`config.mk`:
```
export PLATFORM = sky130hd
export DESIGN_NAME = instr_fetch_ctrl
export DESIGN_NICKNAME = d
export VERILOG_FILES = /design/src/rtl/fetch_pkg.sv /design/src/rtl/fetch_queue.sv /design/src/rtl/fetch_queue_chk.sv /design/src/rtl/instr_fetch_ctrl.sv
export SDC_FILE = /design/constraint.sdc
export NUM_CORES = 1
export LEC_CHECK = 0
export BUFFER_PORTS_ARGS = -buffer_cell sky130_fd_sc_hd__buf_2
export CORE_MARGIN = 2
export CORE_UTILIZATION = 35
export CTS_CLUSTER_DIAMETER = 40
export CTS_CLUSTER_SIZE = 30
export DETAILED_ROUTE_END_ITERATION = 12
export GPL_TIMING_DRIVEN = 0
export PLACE_DENSITY_LB_ADDON = 0.25
export SLEW_MARGIN = 20
export SYNTH_ARGS = -nofsm -noshare
export SYNTH_HDL_FRONTEND = slang
export SYNTH_SLANG_ARGS = --single-unit
```
`constraint.sdc`:
```
create_clock -name i_Clk -period 5.5 [get_ports i_Clk]
set_input_delay 0.55 -clock i_Clk [delete_from_list [all_inputs] [get_ports i_Clk]]
set_output_delay 0.55 -clock i_Clk [all_outputs]
set_load 0.005 [all_outputs]
```
`src/rtl/fetch_pkg.sv`:
```
// Shared definitions for the instruction fetch block: FSM encoding, widths and queue entry layout.
package fetch_pkg;

   localparam int          INSTR_W   = 32;
   localparam logic [31:0] PC_INC    = 32'd4;
   localparam logic [31:0] NOP_INSTR = 32'h0000_0013;

   typedef enum logic [1:0] {
      BOOT  = 2'd0,
      RUN   = 2'd1,
      FLUSH = 2'd2
   } fetch_state_e;

   typedef struct packed {
      logic [INSTR_W-1:0] pc;
      logic [INSTR_W-1:0] instr;
   } fetch_entry_t;

   function automatic logic [INSTR_W-1:0] align_pc(input logic [INSTR_W-1:0] pc);
      return pc & 32'hFFFF_FFFC;
   endfunction

endpackage

```
`src/rtl/fetch_queue.sv`:
```
// Small synchronous FIFO carrying {pc, instr}; flush empties it in one cycle and wins over push/pop.
module fetch_queue
   import fetch_pkg::*;
#(
   parameter int DEPTH = 2,
   parameter int CW    = $clog2(DEPTH + 1)
) (
   input  logic          clk_i,
   input  logic          rstn_i,
   input  logic          push_i,
   input  fetch_entry_t  push_data_i,
   input  logic          pop_i,
   input  logic          flush_i,
   output logic [CW-1:0] count_o,
   output fetch_entry_t  head_o
);

   localparam int PW = $clog2(DEPTH);

   fetch_entry_t  mem_q [DEPTH];
   logic [PW-1:0] rd_ptr_q, rd_ptr_d;
   logic [PW-1:0] wr_ptr_q, wr_ptr_d;
   logic [CW-1:0] count_q, count_d;
   logic          empty_s, full_s, pop_s, push_s;

   // Pointer and occupancy next-state; DEPTH is a power of two so pointers wrap naturally.
   always_comb begin
      empty_s  = (count_q == '0);
      full_s   = (count_q == CW'(DEPTH));
      pop_s    = pop_i & ~empty_s;
      push_s   = push_i & (~full_s | pop_s);
      rd_ptr_d = rd_ptr_q;
      wr_ptr_d = wr_ptr_q;
      count_d  = count_q;
      if (flush_i) begin
         rd_ptr_d = '0;
         wr_ptr_d = '0;
         count_d  = '0;
      end else begin
         if (pop_s) begin
            rd_ptr_d = rd_ptr_q + PW'(1);
         end else begin
            rd_ptr_d = rd_ptr_q;
         end
         if (push_s) begin
            wr_ptr_d = wr_ptr_q + PW'(1);
         end else begin
            wr_ptr_d = wr_ptr_q;
         end
         count_d = count_q + CW'(push_s) - CW'(pop_s);
      end
   end

   // Pointer and count registers.
   always_ff @(posedge clk_i) begin
      if (!rstn_i) begin
         rd_ptr_q <= '0;
         wr_ptr_q <= '0;
         count_q  <= '0;
      end else begin
         rd_ptr_q <= rd_ptr_d;
         wr_ptr_q <= wr_ptr_d;
         count_q  <= count_d;
      end
   end

   // Entry storage; contents of empty slots never reach the output.
   always_ff @(posedge clk_i) begin
      if (push_s && !flush_i) begin
         mem_q[wr_ptr_q] <= push_data_i;
      end
   end

   assign count_o = count_q;
   assign head_o  = empty_s ? '0 : mem_q[rd_ptr_q];

   fetch_queue_chk u_chk (
      .clk_i   (clk_i),
      .rstn_i  (rstn_i),
      .push_i  (push_i),
      .flush_i (flush_i),
      .full_i  (full_s)
   );

endmodule

```
`src/rtl/fetch_queue_chk.sv`:
```
// Simulation checker for fetch_queue: the upstream issue rule must never overflow the queue.
module fetch_queue_chk (
   input logic clk_i,
   input logic rstn_i,
   input logic push_i,
   input logic flush_i,
   input logic full_i
);

   property p_no_overflow;
      @(posedge clk_i) disable iff (!rstn_i) !(push_i && full_i && !flush_i);
   endproperty

   a_no_overflow: assert property (p_no_overflow)
      else $error("fetch_queue: push into full queue");

endmodule

```
`src/rtl/instr_fetch_ctrl.sv`:
```
// Fetch sequencer: owns the PC, issues reads to a 1-cycle-latency instruction memory, buffers into fetch_queue.
// Optional macro FETCH_PERF_CNT_EN adds saturating accept/stall counters o_FetchCnt/o_StallCnt.
module instr_fetch_ctrl
   import fetch_pkg::*;
#(
   parameter logic [31:0] RESET_PC = 32'h0000_0000,
   parameter int          QDEPTH   = 2
) (
   input  logic        i_Clk,
   input  logic        i_Rstn,
   output logic        o_MemReadEn,
   output logic [31:0] o_MemReadAddr,
   input  logic [31:0] i_MemReadData,
   input  logic        i_Redirect,
   input  logic [31:0] i_RedirectPc,
   output logic        o_InstrValid,
   output logic [31:0] o_Instr,
   output logic [31:0] o_InstrPc,
   input  logic        i_InstrReady
`ifdef FETCH_PERF_CNT_EN
   ,
   output logic [31:0] o_FetchCnt,
   output logic [31:0] o_StallCnt
`endif
);

   localparam int CW = $clog2(QDEPTH + 1);

   fetch_state_e  state_q, state_d;
   logic [31:0]   pc_q, pc_d;
   logic [31:0]   pend_pc_q, pend_pc_d;
   logic          inflight_q, inflight_d;
   logic [CW-1:0] count_s;
   logic [CW:0]   occ_s, cap_s;
   fetch_entry_t  head_s, push_data_s;
   logic          valid_s, pop_s, push_s, kill_s, issue_s, fetch_en_s;

   // Handshake and issue decision: only issue when the returning word is guaranteed a slot.
   always_comb begin
      valid_s           = (count_s != '0);
      pop_s             = valid_s & i_InstrReady;
      kill_s            = i_Redirect;
      push_s            = inflight_q & ~kill_s;
      occ_s             = {1'b0, count_s} + {{CW{1'b0}}, inflight_q};
      cap_s             = (CW + 1)'(QDEPTH) + {{CW{1'b0}}, pop_s};
      fetch_en_s        = (state_q == RUN) || (state_q == FLUSH);
      issue_s           = fetch_en_s & ~i_Redirect & (occ_s < cap_s);
      push_data_s.pc    = pend_pc_q;
      push_data_s.instr = i_MemReadData;
   end

   // FSM, PC and pending-PC next-state; a redirect overrides everything else.
   always_comb begin
      state_d    = state_q;
      pc_d       = pc_q;
      pend_pc_d  = pend_pc_q;
      inflight_d = issue_s;
      case (state_q)
         BOOT:    state_d = RUN;
         RUN:     state_d = RUN;
         FLUSH:   state_d = RUN;
         default: state_d = BOOT;
      endcase
      if (i_Redirect) begin
         state_d = FLUSH;
         pc_d    = align_pc(i_RedirectPc);
      end else if (issue_s) begin
         pc_d      = pc_q + PC_INC;
         pend_pc_d = pc_q;
      end else begin
         pc_d = pc_q;
      end
   end

   // Controller state registers.
   always_ff @(posedge i_Clk) begin
      if (!i_Rstn) begin
         state_q    <= BOOT;
         pc_q       <= RESET_PC;
         pend_pc_q  <= 32'h0000_0000;
         inflight_q <= 1'b0;
      end else begin
         state_q    <= state_d;
         pc_q       <= pc_d;
         pend_pc_q  <= pend_pc_d;
         inflight_q <= inflight_d;
      end
   end

   fetch_queue #(
      .DEPTH (QDEPTH)
   ) u_queue (
      .clk_i       (i_Clk),
      .rstn_i      (i_Rstn),
      .push_i      (push_s),
      .push_data_i (push_data_s),
      .pop_i       (pop_s),
      .flush_i     (i_Redirect),
      .count_o     (count_s),
      .head_o      (head_s)
   );

   assign o_MemReadEn   = issue_s;
   assign o_MemReadAddr = pc_q;
   assign o_InstrValid  = valid_s;
   assign o_Instr       = head_s.instr;
   assign o_InstrPc     = head_s.pc;

`ifdef FETCH_PERF_CNT_EN
   logic [31:0] fetch_cnt_q, fetch_cnt_d;
   logic [31:0] stall_cnt_q, stall_cnt_d;

   // Saturating counters; redirects deliberately leave them untouched.
   always_comb begin
      fetch_cnt_d = fetch_cnt_q;
      stall_cnt_d = stall_cnt_q;
      if (pop_s && (fetch_cnt_q != 32'hFFFF_FFFF)) begin
         fetch_cnt_d = fetch_cnt_q + 32'd1;
      end else begin
         fetch_cnt_d = fetch_cnt_q;
      end
      if (valid_s && !i_InstrReady && (stall_cnt_q != 32'hFFFF_FFFF)) begin
         stall_cnt_d = stall_cnt_q + 32'd1;
      end else begin
         stall_cnt_d = stall_cnt_q;
      end
   end

   // Counter registers.
   always_ff @(posedge i_Clk) begin
      if (!i_Rstn) begin
         fetch_cnt_q <= 32'h0000_0000;
         stall_cnt_q <= 32'h0000_0000;
      end else begin
         fetch_cnt_q <= fetch_cnt_d;
         stall_cnt_q <= stall_cnt_d;
      end
   end

   assign o_FetchCnt = fetch_cnt_q;
   assign o_StallCnt = stall_cnt_q;
`endif

endmodule

```
; Word-level counts from Yosys, hierarchy flattened
; Memory sizes are Yosys's and may differ from the RTL's. A register that Yosys moved wholly into a read port is not among the register bits.
; Index checks and enable logic that the tools add are counted.
[totals]
register_bits = 71
mem_bits_rw = 128
output_inout_bits = 98
elab_cells = 51
memories = 1
[memory_table]
columns = memory, depth, width, read_ports, rd_ports_with_merged_regs, wr, line_no
row1 = u_queue.mem_q, 2, 64, 1, 1, 1, fetch_queue.sv:20  ; fetch_entry_t mem_q [DEPTH];
[classes]
addsub = 7
magnitude_cmp = 1
n_eq_ne = 3
n_mux = 9
bitwise_logic = 11
reduce_logical = 10
[ops]
columns = op, n
row1 = $mux 32, 2
row2 = $mux 64, 1
row3 = $add 32x3->32 const B, 1
row4 = $and 1x1->1, 6
row5 = $mux 1, 5
row6 = $eq 2x2->1 const B, 2
row7 = $logic_not 2->1, 2
row8 = $not 1->1, 4
row9 = $reduce_bool 2->1, 2
row10 = $add 2x1->3, 1
row11 = $add 2x1->3 const A, 1
row12 = $lt 3x3->1, 1
row13 = $reduce_or 3->1, 1
row14 = $add 1x1->1 const B, 2
row15 = $add 2x1->2, 1
row16 = $eq 2x1->1 const B, 1
row17 = $mux 2, 1
row18 = $reduce_and 2->1, 1
row19 = $reduce_or 2->1, 1
row20 = $sub 2x1->2, 1
row21 = $logic_and 1x1->1, 1
row22 = $logic_not 1->1, 1
row23 = $logic_or 1x1->1, 1
row24 = $or 1x1->1, 1

; Logic depth before layout (Yosys ltp)
[depth]
depth_word = 8
ltp_mapped = 9
mapped_depth_nobuf = 8

; Hierarchy
; Synthesis repeated with hierarchy kept, for this count alone.
[unflattened]
cells_unflattened = 673
area_unflattened_um2 = 8082.8
[by_module_without_submodules]
columns = mod, instances, cells_each, area_per_inst_um2, seq_area_each_um2
row1 = fetch_queue, 1, 299, 5071.1, 3943.8
row2 = instr_fetch_ctrl, 1, 374, 3011.6, 1261.2

; Least setup slack after synthesis
; Ideal clock, no wire load.
[synth_path]
kind = input to register
from = input port i_Redirect
to = memory u_queue.mem_q[0][0] (netlist name) (enable)
setup_ns = 0.490
t_arrival_ns = 3.672
setup_slack_ns = 1.339
path_stages = 3
cell_sequence = clkinv_1 o311a_1 nor2b_1
[synth_between]
elab_chain_len = 6
elab_cells_between_ends = 7
cone_classes = mux: 2 / bitwise: 3 / reduce/logical: 2
[synth_lines]
columns = item, line_no
row1 = start: declaration, instr_fetch_ctrl.sv:14  ; input logic i_Redirect,
row2 = $not 1->1 (no line), --
row3 = $and 1x1->1, instr_fetch_ctrl.sv:43  ; push_s = inflight_q & ~kill_s;
row4 = $and 1x1->1, fetch_queue.sv:31  ; push_s = push_i & (~full_s | pop_s);
row5 = $logic_and 1x1->1 (*), fetch_queue.sv:69  ; if (push_s && !flush_i) begin
row6 = $mux 1 (*), fetch_queue.sv:69
row7 = $mux 1 (not written as such) (*), fetch_queue.sv:70  ; mem_q[wr_ptr_q] <= push_data_i;
row8 = end: declaration, fetch_queue.sv:20
; Every way passes the cells marked *; elsewhere a longest branch is shown, timed or not.

; Worst setup path after layout
[layout_path]
from = register u_queue.count_q[0], in the netlist u_queue.count_o[0]
to = output port o_MemReadEn
[layout_between]
elab_chain_len = 5
elab_cells_between_ends = 6
cone_classes = add/sub: 2 / order compare: 1 / bitwise: 2 / reduce/logical: 1
[layout_lines]
columns = item, line_no
row1 = start: declaration, fetch_queue.sv:23  ; logic [CW-1:0] count_q, count_d;
row2 = start signal: assignment, fetch_queue.sv:63  ; count_q <= count_d;
row3 = $reduce_bool 2->1, instr_fetch_ctrl.sv:40  ; valid_s = (count_s != '0);
row4 = $and 1x1->1, instr_fetch_ctrl.sv:41  ; pop_s = valid_s & i_InstrReady;
row5 = $add 2x1->3, instr_fetch_ctrl.sv:45  ; cap_s = (CW + 1)'(QDEPTH) + {{CW{1'b0}}, pop_s};
row6 = $lt 3x3->1 (*), instr_fetch_ctrl.sv:47  ; issue_s = fetch_en_s & ~i_Redirect & (occ_s < cap_s);
row7 = $and 1x1->1 (*), instr_fetch_ctrl.sv:47
row8 = end: declaration, instr_fetch_ctrl.sv:11  ; output logic o_MemReadEn,
; Marks and branches as above.

==> impl_metrics.env <==
export IMPL_layout_drive_gt1_share=0.260
export IMPL_hold_viol_final=0
export IMPL_leakage_nw=3.62
export IMPL_max_stage_delay_ns=0.37
export IMPL_finClkSkew_ns=0.0109
export IMPL_multiInputGateArea_mm2=0.00266
export IMPL_hold_worst_slack_ns=0.313
export IMPL_area_growth_pct=22.9
export IMPL_crit_fanout=10
export IMPL_grt_max_degree=34
export IMPL_netlist_area_mm2=0.00792
export IMPL_period_needed_ns=3.07
export IMPL_slowest_stage="dfxtp_1"
export IMPL_drc=0
export IMPL_antenna_left=0
export IMPL_ys_types=51
export IMPL_core_mm2=0.0224
export IMPL_post_cts_buffers=0
export IMPL_dp_hpwl_um=12900
export IMPL_dieArea_mm2=0.0239
export IMPL_run_status="completed"
export IMPL_cts_hold_buf=0
export IMPL_ys_seq_elements=192
export IMPL_grt_pass1_wl_um=28700
export IMPL_worstMarginPinSlew_ns=0.786
export IMPL_drtIter0Drc=284
export IMPL_num_vias=5488
export IMPL_worstRegToRegCells=7
export IMPL_wl_per_cell_um=15.7
export IMPL_fillers=2182
export IMPL_crit_top_cell="buf_2"
export IMPL_instances_no_fill=1139
export IMPL_routabilityCongestion=0.854
export IMPL_max_freq_mhz=326
export IMPL_ctsResizeCount=0
export IMPL_dr_pass1_iters=4
export IMPL_crit_chain="ha_1 -> ha_1 -> o21ai_4 -> buf_2 -> nand3_1 -> inv_1 -> buf_2 -> buf_2"
export IMPL_htree_levels=4
export IMPL_clk_latency_ns=0.42
export IMPL_min_period_over_period=0.558
export IMPL_drt_total_wl_um=17900
export IMPL_cts_buffers=17
export IMPL_rows=55
export IMPL_fin_util=0.434
export IMPL_cp_start_kind="flop"
export IMPL_ir_worst_vdd_uv=174
export IMPL_clock_sinks=192
export IMPL_critical_path_required_ns=4.95
export IMPL_cts_buffer_depth=2
export IMPL_cts_root_buffer="clkbuf_16"
export IMPL_grt_usage=0.155
export IMPL_initial_core_util=0.353
export IMPL_fin_nets=915
export IMPL_viasPerCell=4.82
export IMPL_clkTransAtPathRegs_ns=0.07
export IMPL_cap_violations=0
export IMPL_critPathArrivalTime_ns=2.52
export IMPL_slew_violations=0
export IMPL_place_port_buffers=159
export IMPL_holdCritPathClass="in2reg"
export IMPL_syn_instance_count=657
export IMPL_first_global_vias=5476
export IMPL_rsz0062_at_grt="no"
export IMPL_setup_violations=0
export IMPL_n_antenna_cell=0
export IMPL_final_seq_area_mm2=0.00508
export IMPL_die_h_um=154
export IMPL_dp_cells=1107
export IMPL_synth_avg_cell_area_um2=12.1
export IMPL_antenna_found_initial=1
export IMPL_cp_end_kind="output pin"
export IMPL_maxSlewHeadroom=0.476
export IMPL_criticalPathCategory="reg2out"
export IMPL_grt_overflow_total=0
export IMPL_ios=166
export IMPL_yosysSeqAreaShare=0.642
export IMPL_die_width_um=154
export IMPL_hold_path_cell_count=1
export IMPL_pwr_density_cell_mw_per_mm2=303
export IMPL_yosys_warnings=0
export IMPL_cts_tree="built"
[Yosys cell counts, drive strengths merged]
library cell / n / area (µm²)
edfxtp: 124 / 3720
nand2: 80 / 300
nor2: 77 / 299
dfxtp: 68 / 1360
mux2i: 64 / 641
a21boi: 30 / 225
o21ai: 30 / 165
clkbuf: 22 / 82.6
nand3: 19 / 95.1
buf: 17 / 90.1
nand4: 15 / 128
xnor2: 12 / 105
a21oi: 11 / 55.1
xor2: 10 / 87.6
inv: 8 / 30.0
nor4: 8 / 65.1
and2: 6 / 37.5
and3: 6 / 37.5
ha: 6 / 75.1
nor3: 5 / 25.0
or3: 5 / 36.3
a31oi: 4 / 25.0
or4: 4 / 30.0
a211o: 3 / 26.3
a22o: 3 / 26.3
and4: 3 / 28.8
nor2b: 3 / 18.8
a32oi: 2 / 17.5
o31ai: 2 / 15.0
a211oi: 1 / 7.51
a22oi: 1 / 7.51
a32o: 1 / 10.0
clkinv: 1 / 3.75
conb: 1 / 3.75
nand2b: 1 / 6.26
nor3b: 1 / 7.51
o21a: 1 / 7.51
o311a: 1 / 10.0
or2: 1 / 6.26
[metrics by stage]
stage	area (µm²)	setup TNS (ns)	total power, mW	worst slack, ns
floorplan	7930	0	1.71	1.34
global placement	9090	-46.98	1.80	-0.762
detailed placement	9170	0	1.81	2.86
CTS	9740	0	2.98	2.37
global route	9740	0	3.07	2.25
finish	9740	0	2.95	2.43
[final timing paths]
| kind | startpoint | endpoint | slack [ns] |
|---|---|---|---|
| max | u_queue.count_o[0]$_SDFF_PP0_ | o_MemReadEn | 2.43 |
| min | i_MemReadData[15] | u_queue.mem_q[0][15]$_DFFE_PP_ | 0.31 |
| max reg2reg | u_queue.count_o[0]$_SDFF_PP0_ | o_MemReadAddr[22]$_SDFFE_PN0P_ | 3.26 |
| min reg2reg | pend_pc_q[24]$_SDFFE_PN0P_ | u_queue.mem_q[1][56]$_DFFE_PP_ | 0.46 |
[layout by cell type (no fill, tap or decap), drive strengths merged]
cell / synthesis / layout
buf: 17 / 179
edfxtp: 124 / 124
nand2: 80 / 80
nor2: 77 / 77
dfxtp: 68 / 68
mux2i: 64 / 64
clkbuf: 22 / 39
a21boi: 30 / 30
o21ai: 30 / 30
nand3: 19 / 19
inv: 8 / 16
nand4: 15 / 15
xnor2: 12 / 12
a21oi: 11 / 11
xor2: 10 / 10
nor4: 8 / 8
clkinv: 1 / 8
and3: 6 / 6
ha: 6 / 6
and2: 6 / 6
nor3: 5 / 5
or3: 5 / 5
or4: 4 / 4
a31oi: 4 / 4
conb: 1 / 4
a211o: 3 / 3
a22o: 3 / 3
nor2b: 3 / 3
and4: 3 / 3
o31ai: 2 / 2
a32oi: 2 / 2
o311a: 1 / 1
a211oi: 1 / 1
a22oi: 1 / 1
a32o: 1 / 1
o21a: 1 / 1
nand2b: 1 / 1
nor3b: 1 / 1
or2: 1 / 1
[sequential cells by signal, summed over array words and instances, names as in the netlist, named ones only]
signal / count
u_queue.mem_q: 124
o_MemReadAddr: 30
pend_pc_q: 30
state_q: 2
u_queue.count_o: 2
inflight_q: 1
u_queue.rd_ptr_q: 1
u_queue.wr_ptr_q: 1
[cell type report]
class	count	area share
repair buffers	162	0.0886
clock buffers	17	0.0437
clock inverters	15	0.0152
flip-flops and latches	192	0.522
well taps	285	0.0366
multi-input cells	420	0.273
plain buffers	39	0.0177
inverters	9	0.00347
[routing by layer]
layer,up-vias,GRT usage,part of all wire
li1,2731,-,-
met1,2558,0.205,0.46
met2,176,0.251,0.47
met3,21,0.0345,0.050
met4,2,0.0529,0.012
met5,-,0,0.00073
[worst max-delay path, delay by kind of cell (launching register included)]
| family | cells | cell delay, ns |
|---|---|---|
| adders and majority gates | 2 | 0.52 |
| AOI/OAI and AO/OA | 1 | 0.10 |
| and+or+nand+nor | 1 | 0.21 |
| DFF | 1 | 0.37 |
| buffers and inverters | 4 | 0.90 |
[report_power, final]
| part | internal, mW | switching [mW] |
|---|---|---|
| combinational | 0.0745 | 0.0959 |
| sequential | 1.56 | 0.0386 |
| clock | 0.604 | 0.572 |
[kinds of logic (layout without fill, tap and decap cells)]
logic type,count (synthesis),count (layout),share of synthesized area
compound gates,90,90,0.0755
xor+xnor,22,22,0.0243
fa+ha+maj,6,6,0.00948
buf+inv,48,242,0.0261
flops,192,192,0.642
mux,64,64,0.0809
other cells,1,4,0.000473
simple gates,234,234,0.142
(Power assumes the default switching activity.)
